==> src/rtl/icap_stream_writer.sv <==
// ICAP write-stream adapter: buffers 16-bit words from the Xillybus write pipe,
// bit-reverses each byte, and issues words to the Spartan-6 ICAP while it is not BUSY.
module icap_stream_writer #(
  parameter int FIFO_AW  = 4,
  parameter bit BIT_SWAP = 1'b1
) (
  input  logic        bus_clk,
  input  logic        bus_rst_n,
  input  logic [15:0] user_w_icap_in_data,
  input  logic        user_w_icap_in_wren,
  input  logic        user_w_icap_in_open,
  output logic        user_w_icap_in_full,
  output logic [15:0] icap_i,
  output logic        icap_ce_n,
  output logic        icap_write_n,
  input  logic        icap_busy,
  output logic [31:0] words_written,
  output logic        err_overflow,
  output logic        active
);

  localparam int DEPTH = 1 << FIFO_AW;
  localparam logic [FIFO_AW:0] DEPTH_C = {1'b1, {FIFO_AW{1'b0}}};

  typedef enum logic [1:0] {S_IDLE, S_RUN, S_DRAIN} state_t;

  state_t             r_state;
  logic [15:0]        r_mem [DEPTH];
  logic [FIFO_AW-1:0] r_wr_ptr;
  logic [FIFO_AW-1:0] r_rd_ptr;
  logic [FIFO_AW:0]   r_count;
  logic [15:0]        r_icap_i;
  logic               r_ce_n;
  logic               r_write_n;
  logic [31:0]        r_words_written;
  logic               r_err_overflow;

  logic               w_full;
  logic               w_empty;
  logic               w_push;
  logic               w_pop;
  logic [15:0]        w_rd_data;
  logic [15:0]        w_swapped;

  // Full comes from the registered count, so a push at full is rejected even if a pop happens.
  assign w_full    = (r_count == DEPTH_C);
  assign w_empty   = (r_count == '0);
  assign w_push    = user_w_icap_in_wren & ~w_full;
  assign w_pop     = (r_state != S_IDLE) & ~w_empty & ~icap_busy;
  assign w_rd_data = r_mem[r_rd_ptr];

  always_comb begin
    // NOTE: assign a full default first so no path through this block infers a latch.
    w_swapped = w_rd_data;
    if (BIT_SWAP) begin
      for (int b = 0; b < 2; b++) begin
        for (int k = 0; k < 8; k++) begin
          w_swapped[8*b+k] = w_rd_data[8*b+7-k];
        end
      end
    end
  end

  // NOTE: storage array has no reset; pointers and count define validity, which keeps it in RAM.
  always_ff @(posedge bus_clk) begin
    if (w_push) r_mem[r_wr_ptr] <= user_w_icap_in_data;
  end

  always_ff @(posedge bus_clk or negedge bus_rst_n) begin
    if (!bus_rst_n) begin
      r_wr_ptr <= '0;
      r_rd_ptr <= '0;
      r_count  <= '0;
    end else begin
      if (w_push) r_wr_ptr <= r_wr_ptr + 1'b1;
      if (w_pop)  r_rd_ptr <= r_rd_ptr + 1'b1;
      case ({w_push, w_pop})
        2'b10:   r_count <= r_count + 1'b1;
        2'b01:   r_count <= r_count - 1'b1;
        default: r_count <= r_count;
      endcase
    end
  end

  // NOTE: all state here uses non-blocking assignment so every register updates from pre-edge values.
  always_ff @(posedge bus_clk or negedge bus_rst_n) begin
    if (!bus_rst_n) begin
      r_state         <= S_IDLE;
      r_icap_i        <= '0;
      r_ce_n          <= 1'b1;
      r_write_n       <= 1'b1;
      r_words_written <= '0;
      r_err_overflow  <= 1'b0;
    end else begin
      r_ce_n <= 1'b1;
      if (w_pop) begin
        r_ce_n          <= 1'b0;
        r_icap_i        <= w_swapped;
        r_words_written <= r_words_written + 32'd1;
      end

      case (r_state)
        S_IDLE: begin
          r_write_n <= 1'b1;
          if (user_w_icap_in_open) begin
            r_state         <= S_RUN;
            r_write_n       <= 1'b0;
            r_words_written <= '0;
            r_err_overflow  <= 1'b0;
          end
        end
        S_RUN: begin
          if (!user_w_icap_in_open) r_state <= S_DRAIN;
        end
        S_DRAIN: begin
          // Empty means no pop this cycle; WRITE rises as the last CE pulse ends.
          if (w_empty) begin
            r_state   <= S_IDLE;
            r_write_n <= 1'b1;
          end
        end
        default: r_state <= S_IDLE;
      endcase

      if (user_w_icap_in_wren && w_full) r_err_overflow <= 1'b1;
    end
  end

  assign user_w_icap_in_full = w_full;
  assign icap_i              = r_icap_i;
  assign icap_ce_n           = r_ce_n;
  assign icap_write_n        = r_write_n;
  assign words_written       = r_words_written;
  assign err_overflow        = r_err_overflow;
  assign active              = (r_state != S_IDLE);

endmodule

==> config.mk <==
export PLATFORM = sky130hd
export DESIGN_NAME = icap_stream_writer
export DESIGN_NICKNAME = d
export VERILOG_FILES = /design/src/rtl/icap_stream_writer.sv
export SDC_FILE = /design/constraint.sdc
export NUM_CORES = 1
export LEC_CHECK = 0
export CORE_MARGIN = 10
export CORE_UTILIZATION = 50
export DETAILED_ROUTE_END_ITERATION = 6
export MAX_ROUTING_LAYER = met4
export PLACE_DENSITY = 0.71
export SLEW_MARGIN = 20
export SYNTH_ARGS = -nofsm -noshare
export SYNTH_HDL_FRONTEND = slang
export SYNTH_SLANG_ARGS = --single-unit
export TNS_END_PERCENT = 10
==> constraint.sdc <==
create_clock -name bus_clk -period 2.9 [get_ports bus_clk]
set_input_delay 0.58 -clock bus_clk [delete_from_list [all_inputs] [get_ports bus_clk]]
set_output_delay 0.58 -clock bus_clk [all_outputs]
set_load 0.005 [all_outputs]
---- After elaboration in Yosys (flattened, before gate mapping) ----
Memories as Yosys holds them, arrays and structs flattened. A register that Yosys moved wholly into a read port is not among the register bits.
Index checks and enable logic that the tools add are counted.
cells by class
  bitwise gates (word level) .............. 6
  reductions and logical operators ........ 12
  equality and inequality tests ........... 8
  muxes and demuxes ....................... 17
  add/sub/neg operators ................... 5
operators by type and width
  cell                     number
  $mux W32                 3
  $add A32 B1 Y32 const B  1
  $pmux W5 S2              1
  $reduce_bool A2 Y1       5
  $add A4 B1 Y4 const B    2
  $mux W1                  8
  $mux W2                  3
  $ne A2 B2 Y1 const B     3
  $pmux W2 S3              1
  $add A5 B1 Y5 const B    1
  $eq A5 B5 Y1 const B     1
  $logic_not A5 Y1         1
  $sub A5 B1 Y5 const B    1
  $eq A2 B1 Y1 const B     2
  $eq A2 B2 Y1 const B     2
  $reduce_and A2 Y1        2
  $and A1 B1 Y1            3
  $not A1 Y1               3
  $reduce_and A3 Y1        1
  $logic_not A2 Y1         1
  $pmux W1 S2              1
  $logic_and A1 B1 Y1      1
  $logic_not A1 Y1         1
word-level totals
  memories kept ........................... 1
  output and inout port bits .............. 53
  memory bits (writable) .................. 256
  flip-flop bits (word level) ............. 50
memory list
  memory  depth  bits a word  read ports  clocked after Yosys merged registers in  write ports  RTL line  RTL
  r_mem   16     16           1           1                                        1            28        logic [15:0] r_mem [DEPTH];

---- Longest topological paths before layout ----
Gate-level depths: netlist of run 1.
  word-level depth ........................ 7
  mapped depth ............................ 14
  mapped depth without buffers ............ 11

---- Worst setup path before layout of run 1 ----
OpenSTA, ideal clock, no wires.
  path type ............................... register to register
  start point ............................. register r_count[1]
  end point ............................... register r_count[4]
  stages on the path, launching flop included .. 15
  data required time ...................... 2,777 ps
  path slack .............................. -139 ps
  arrival ................................. 2,916 ps
  path buffers ............................ 3
  period minus slack after synthesis ...... 3,039 ps
  cell sequence ........................... dfrtp_1 > clkbuf_1 > or4_1 > nor2_1 > nor2b_1 > clkbuf_1 > inv_1 > ha_1 > clkbuf_1 > xor2_1 > ha_1 > o211a_1 > o31ai_1 > a31oi_1 > xnor2_1
on the way
  elaborated cells between the ends (all ways) .. 13
  those cells by class .................... add/sub: 2; eq/ne: 3; mux: 1; bitwise: 5; reduce/logical: 2
RTL lines
  what                                                      RTL line  RTL
  start, declared                                           31        logic [FIFO_AW:0] r_count;
  start signal, assigned                                    78        2'b10: r_count <= r_count + 1'b1;
  start signal, assigned                                    79        2'b01: r_count <= r_count - 1'b1;
  start signal, assigned                                    80        default: r_count <= r_count;
  $eq A5 B5 Y1 *                                            46        assign w_full = (r_count == DEPTH_C);
  named net user_w_icap_in_full                             12        output logic user_w_icap_in_full,
  $not A1 Y1 *                                              48        assign w_push = user_w_icap_in_wren & ~w_full;
  $and A1 B1 Y1 *                                           48
  $eq A2 B1 Y1 / $eq A2 B2 Y1 (equally long branches)       77        case ({w_push, w_pop})
  $pmux W5 S2 / $reduce_bool A2 Y1 (equally long branches)  --
Mark *: on every way through the listed nets, which the timed path passes. The rest lies on a longest branch.
A chain may end at the register's enable or synchronous reset.

---- Final worst setup path of run 1 ----
  start point ............................. register r_count[2]
  end point ............................... output port user_w_icap_in_full
on the way
  cells in the longest elaborated chain, start to end .. 1
ends and longest elaborated chain
  what           RTL line
  $eq A5 B5 Y1   46
  end, declared  12
Every way passes these cells.

==> results of run 1 <==
final timing paths:
check | cells past startpoint | start | to | slack [ns]
max | 3 | r_count[2] | user_w_icap_in_full | 0.09
min | 1 | bus_rst_n | r_wr_ptr[3] | 0.23
max reg2reg | 11 | r_count[2] | r_count[2] | 0.17
min reg2reg | 2 | icap_i[7] | icap_i[7] | 0.50
max in group asynchronous | 1 | bus_rst_n | r_rd_ptr[2] | 1.99
min in group bus_clk | 2 | icap_i[7] | icap_i[7] | 0.50
layer usage:
| layer | vias to the layer above | global-route usage (%) | routed length [um] |
|---|---|---|---|
| met3 | 46 | 2.81 | 1630 |
| met1 | 3658 | 22.4 | 11400 |
| met4 | 0 | 4.56 | 517 |
| met2 | 206 | 28.6 | 14100 |
| met5 | - | - | 0 |
| li1 | 3052 | - | - |
through the flow:
step / hold slack (ns) / total power [uW] / std cells
3_5_place_dp: 0.488 / 9780 / 1125
2_1_floorplan: 0.284 / 8370 / 717
4_1_cts: 0.265 / 13700 / 1185
3_3_place_gp: 0.476 / 9620 / 1125
6_report: 0.228 / 13500 / 1186
5_1_grt: 0.293 / 14200 / 1186
flip-flops by register name, indices dropped and copies added (netlist names):
register,count
r_rd_ptr,4
icap_i,16
r_count,5
r_mem,256
words_written,32
r_wr_ptr,4
icap_write_n,1
r_state,2
err_overflow,1
icap_ce_n,1
kinds of logic (layout without fill, tap and decap cells):
kind of cell | Yosys count | count (layout) | synth area share, %
other | 0 | 1 | 0
multiplexers | 98 | 98 | 13.9
XOR/XNOR | 32 | 32 | 2.18
flip-flops | 322 | 322 | 72.8
adder cells (fa/ha/maj) | 10 | 10 | 0.975
buffers and inverters | 50 | 188 | 1.55
AND/OR/NAND/NOR | 150 | 150 | 5.68
AO/OA/AOI/OAI | 55 | 55 | 2.92
placed cells by master (no fill, tap or decap), types with 9 or more instances in the layout:
| master | instances |
|---|---|
| edfxtp_1 | 256 |
| clkdlybuf4s50_1 | 72 |
| mux4_2 | 64 |
| dfrtp_1 | 61 |
| nand2_1 | 44 |
| buf_4 | 41 |
| nor2_1 | 40 |
| clkbuf_16 | 35 |
| mux2i_1 | 33 |
| xnor2_1 | 24 |
| o221ai_1 | 16 |
| clkbuf_1 | 16 |
| o21ai_0 | 13 |
| a21oi_1 | 13 |
| inv_1 | 12 |
| nand3_1 | 11 |
| ha_1 | 10 |
| or3_1 | 9 |
final cells by class:
type / instances / area, um2 / share of cell area (%)
repair buffers: 115 / 1070 / 7.03
clock buffers: 52 / 950 / 6.25
inverters: 13 / 48.8 / 0.321
multi-input cells: 345 / 3320 / 21.8
well taps: 330 / 413 / 2.72
flip-flops and latches: 322 / 9350 / 61.5
clock inverters: 8 / 45.0 / 0.296
diodes: 1 / 2.50 / 0.0165
worst max-delay path: stages (launching register included):
cell and delay (ns):
dfrtp_1 0.45, or4_4 0.60, nor2_2 0.15, clkdlybuf4s50_1 0.54
power groups by stage:
stage / combinational [uW] / sequential (uW) / clock (uW)
floorplan: 2450 / 5920 / 0
global placement: 3420 / 6200 / 0
detailed placement: 3530 / 6240 / 0
CTS: 3560 / 6150 / 3970
global route: 3800 / 6230 / 4170
finish: 3500 / 6150 / 3900
==> qor.csv, run 1 <==
metric;value;unit
cts_tree;yes;
drtIter0Drc;613;
finish.instance_area;15200;um2
io_pins;74;
postSynth.asyncResetShare;20.5;%
avgSynthCellArea;17.9;um2
synth_edf_count;256;
cts_htree_levels;2;
initial_core_util;50.8;%
slew_violations;0;
setup_viol;0;
vias_per_cell;5.87;
portBuffers;73;
ys_seq_area_share;72.8;%
first_global_vias;7322;
antenna_found_initial;1;
setup-tns-final;0;ns
crit_path_end_kind;output pin;
placeableCoreArea;25300;um2
cts-root-buf;clkbuf_16;
finClkSkew;0.0173;ns
yosys_most_used_dff;edfxtp_1;
cts_hold_buffers;0;
n_fill_cell;1847;
drive_above_1_share;19.4;%
gr-total-overflow;0;
rows;58;
yosys_register_bits;322;
wl_per_cell;23.3;um
hpwl;16900;um
grt_usage;17.5;%
post-place-ws;0.145;ns
ys_top_cells_by_count;256 x edfxtp_1, 64 x dfrtp_1, 64 x mux4_2, 44 x nand2_1, 41 x nor2_1;
relSlewSlack;38.6;%
die_w;180;um
synth_area;12800;um2
worstHoldPathType;input pin to asynchronous set/reset pin;
fin_crit_sh;96.9;%
grt_start_max_net_pins;67;
grt_pass1_wl;43500;um
final_antenna_net_count;0;
worst_pin_slew;0.920;ns
vias;6962;
synth_top_area_share;59.9;%
rsz0062_at_grt;false;
first_pass_iters;5;
p_per_area;892;nW/um2
drv_cap;0;
critPathMaxFanout;7;
synth_cell_types;46;
cts.sinks;322;
syn-num-nets;748;
crit_required;2.32;ns
internal-power;9680;uW
leakagePower;0.00522;uW
fin_util;60.2;%
clk_pin_slew;0.06;ns
cts_resized;0;
fin_ws;0.0887;ns
p_sw_share;28.5;%
area_delta_synth_final;18.4;%
postCtsSetupBuffers;0;
switchingPower;3860;uW
clock_path_buffers;3;
yosysMostFrequentCell;edfxtp_1;
start_kind;flip-flop;
clk_latency;0.50;ns
die_y;180;um
period_minus_slack;2.81;ns
clockPowerShare;28.8;%
dieArea;32500;um2
drc;0;
nets;862;
p_comb_share;25.8;%
power_frac_seq;45.4;%
crit_arrival;2.23;ns
worst-setup-path-type;flip-flop to output pin;
ys_warn_count;0;
ys_top_cells_by_area;edfxtp_1 60%, dfrtp_1 12%, mux4_2 11%;
fmax;356;MHz
timing.final.hold_violations;0;
routed_wl;27700;um
cts_buffers;34;
syn_inst;717;
gp_congestion;0.892;
run_status;finished, final reports clean;
ir_drop;0.618;mV
yosys.area.top_type;edfxtp_1;
place_area;14200;um2
(Power assumes the default switching activity.)
==> run 2: changes to the inputs <==
--- a/config.mk
+++ b/config.mk
@@ -7,8 +7,8 @@
 export LEC_CHECK = 0
 export CORE_MARGIN = 10
 export CORE_UTILIZATION = 50
+export CTS_CLUSTER_SIZE = 28
 export DETAILED_ROUTE_END_ITERATION = 6
-export MAX_ROUTING_LAYER = met4
 export PLACE_DENSITY = 0.71
 export SLEW_MARGIN = 20
 export SYNTH_ARGS = -nofsm -noshare
==> qor.csv, run 2 (same netlist as run 1, synthesis figures left out) <==
metric;value;unit;change
gp_congestion;0.878;;-1.6%
antenna_found_initial;1;;unchanged
crit_arrival;2.23;ns;about the same
worst_pin_slew;0.909;ns;-0.0109 ns
worstHoldPathType;input pin to asynchronous set/reset pin;;
cts_buffers;34;;unchanged
drc;0;;unchanged
routed_wl;27700;um;about the same
clk_pin_slew;0.06;ns;about the same
cts_hold_buffers;0;;unchanged
rr_startpoint;r_count[2];;
n_fill_cell;1847;;unchanged
first_pass_iters;4;;-1
dieArea;32500;um2;unchanged
grt_pass1_wl;43600;um;about the same
worst_path_largest_cell_delay;0.60;ns;about the same
rows;58;;unchanged
critPathSlowestCell;or4_4;;
rr_worst_depth;11;;unchanged
path_buf_inv;1;;unchanged
start_kind;flip-flop;;
final_common_cell;edfxtp_1;;
drv_cap;0;;unchanged
rsz0062_at_grt;false;;
cts_resized;0;;unchanged
cts.sinks;322;;unchanged
clk_latency;0.50;ns;about the same
period_minus_slack;2.81;ns;+0.00293 ns
post-place-ws;0.145;ns;unchanged
p_per_area;891;nW/um2;about the same
placeableCoreArea;25300;um2;unchanged
finClkSkew;0.0177;ns;+0.000397 ns
fin_ws;0.0858;ns;-0.00293 ns
critPathMaxFanout;7;;unchanged
crit_required;2.32;ns;about the same
crit_path_end_kind;output pin;;
clock_path_buffers;3;;unchanged
cts_htree_levels;2;;unchanged
postCtsSetupBuffers;0;;unchanged
gr-total-overflow;0;;unchanged
leakagePower;0.00522;uW;unchanged
area_delta_synth_final;18.4;%;unchanged
place_area;14200;um2;unchanged
fin_crit_sh;97.0;%;+0.10 points
worst-setup-path-type;flip-flop to output pin;;
drtIter0Drc;652;;+6.4%
layout.cells.most_common_list;256 x edfxtp_1, 72 x clkdlybuf4s50_1, 64 x mux4_2;;
fmax;355;MHz;-0.10%
grt_usage;17.0;%;-0.49 points
slew_violations;0;;unchanged
rrSetupSlack;0.16;ns;about the same
run_status;finished, final reports clean;;
cts-root-buf;clkbuf_16;;
crit_chain;or4_4, nor2_2, clkdlybuf4s50_1;;
drive_above_1_share;19.4;%;unchanged
setup-tns-final;0;ns;unchanged
cts_tree;yes;;
final_antenna_net_count;0;;unchanged
vias;6980;;+0.26%
finish.instance_area;15200;um2;unchanged
vias_per_cell;5.89;;+0.26%
ir_drop;0.619;mV;+0.21%
grt_start_max_net_pins;67;;unchanged
r2r-end;r_count[2];;
hold_ws;0.229;ns;+0.000441 ns
hpwl;16900;um;unchanged
wl_per_cell;23.3;um;about the same
critPathTopFamily;simple AND/OR/NAND/NOR gates;;
die_w;180;um;unchanged
timing.final.hold_violations;0;;unchanged
power;13500;uW;about the same
nets;862;;unchanged
initial_core_util;50.8;%;unchanged
regMostFlops;r_mem;;
first_global_vias;7315;;-0.096%
portBuffers;73;;unchanged
largest_reg_flops;256;;unchanged
setup_viol;0;;unchanged
die_y;180;um;unchanged
io_pins;74;;unchanged
relSlewSlack;39.4;%;+0.73 points
-- run 2: cell counts in the layout (fill, tap and decap cells not counted) --
No cell type changed its count.
-- run 2: power breakdown --
group	leakage, uW	switching [uW]	internal [uW]
registers	0.00317	521	5630
clock network	0.000485	1640	2260
logic	0.00157	1700	1800
-- run 2: layout make-up --
cell class                      instances  area, um2  share of cell area (%)
Sequential cell                       322       9350                    61.5
Multi-Input combinational cell        345       3320                    21.8
Clock inverter                          8       45.0                   0.296
Antenna cell                            1       2.50                  0.0165
Timing Repair Buffer                  115       1070                    7.03
Inverter                               13       48.8                   0.321
Tap cell                              330        413                    2.72
Clock buffer                           52        950                    6.25
-- run 2: how the worst max path moves through the flow --
stage | startpoint | to | slack [ns] | cells past startpoint
floorplan | r_count[1] | r_count[4] | 0.02 | 12
global placement | user_w_icap_in_wren | r_count[4] | 0.21 | 10
detailed placement | icap_busy | r_count[4] | 0.14 | 10
CTS | r_count[2] | user_w_icap_in_full | 0.08 | 3
global route | r_count[2] | r_count[4] | 0.01 | 11
finish | r_count[2] | user_w_icap_in_full | 0.09 | 3
-- run 2: metrics by stage --
step | util (%) | std cells
floorplan | - | 717
global placement | 56.2 | 1125
detailed placement | 56.2 | 1125
CTS | 60.2 | 1185
global route | 60.2 | 1185
finish | 60.2 | 1186
-- run 2: per-layer routing --
layer | vias up | GRT usage, % | share of wire, %
met5 | - | 0 | 0
met4 | 0 | 4.56 | 1.9
met3 | 45 | 2.99 | 5.7
met2 | 204 | 28.7 | 51
met1 | 3677 | 22.3 | 42
li1 | 3054 | - | -
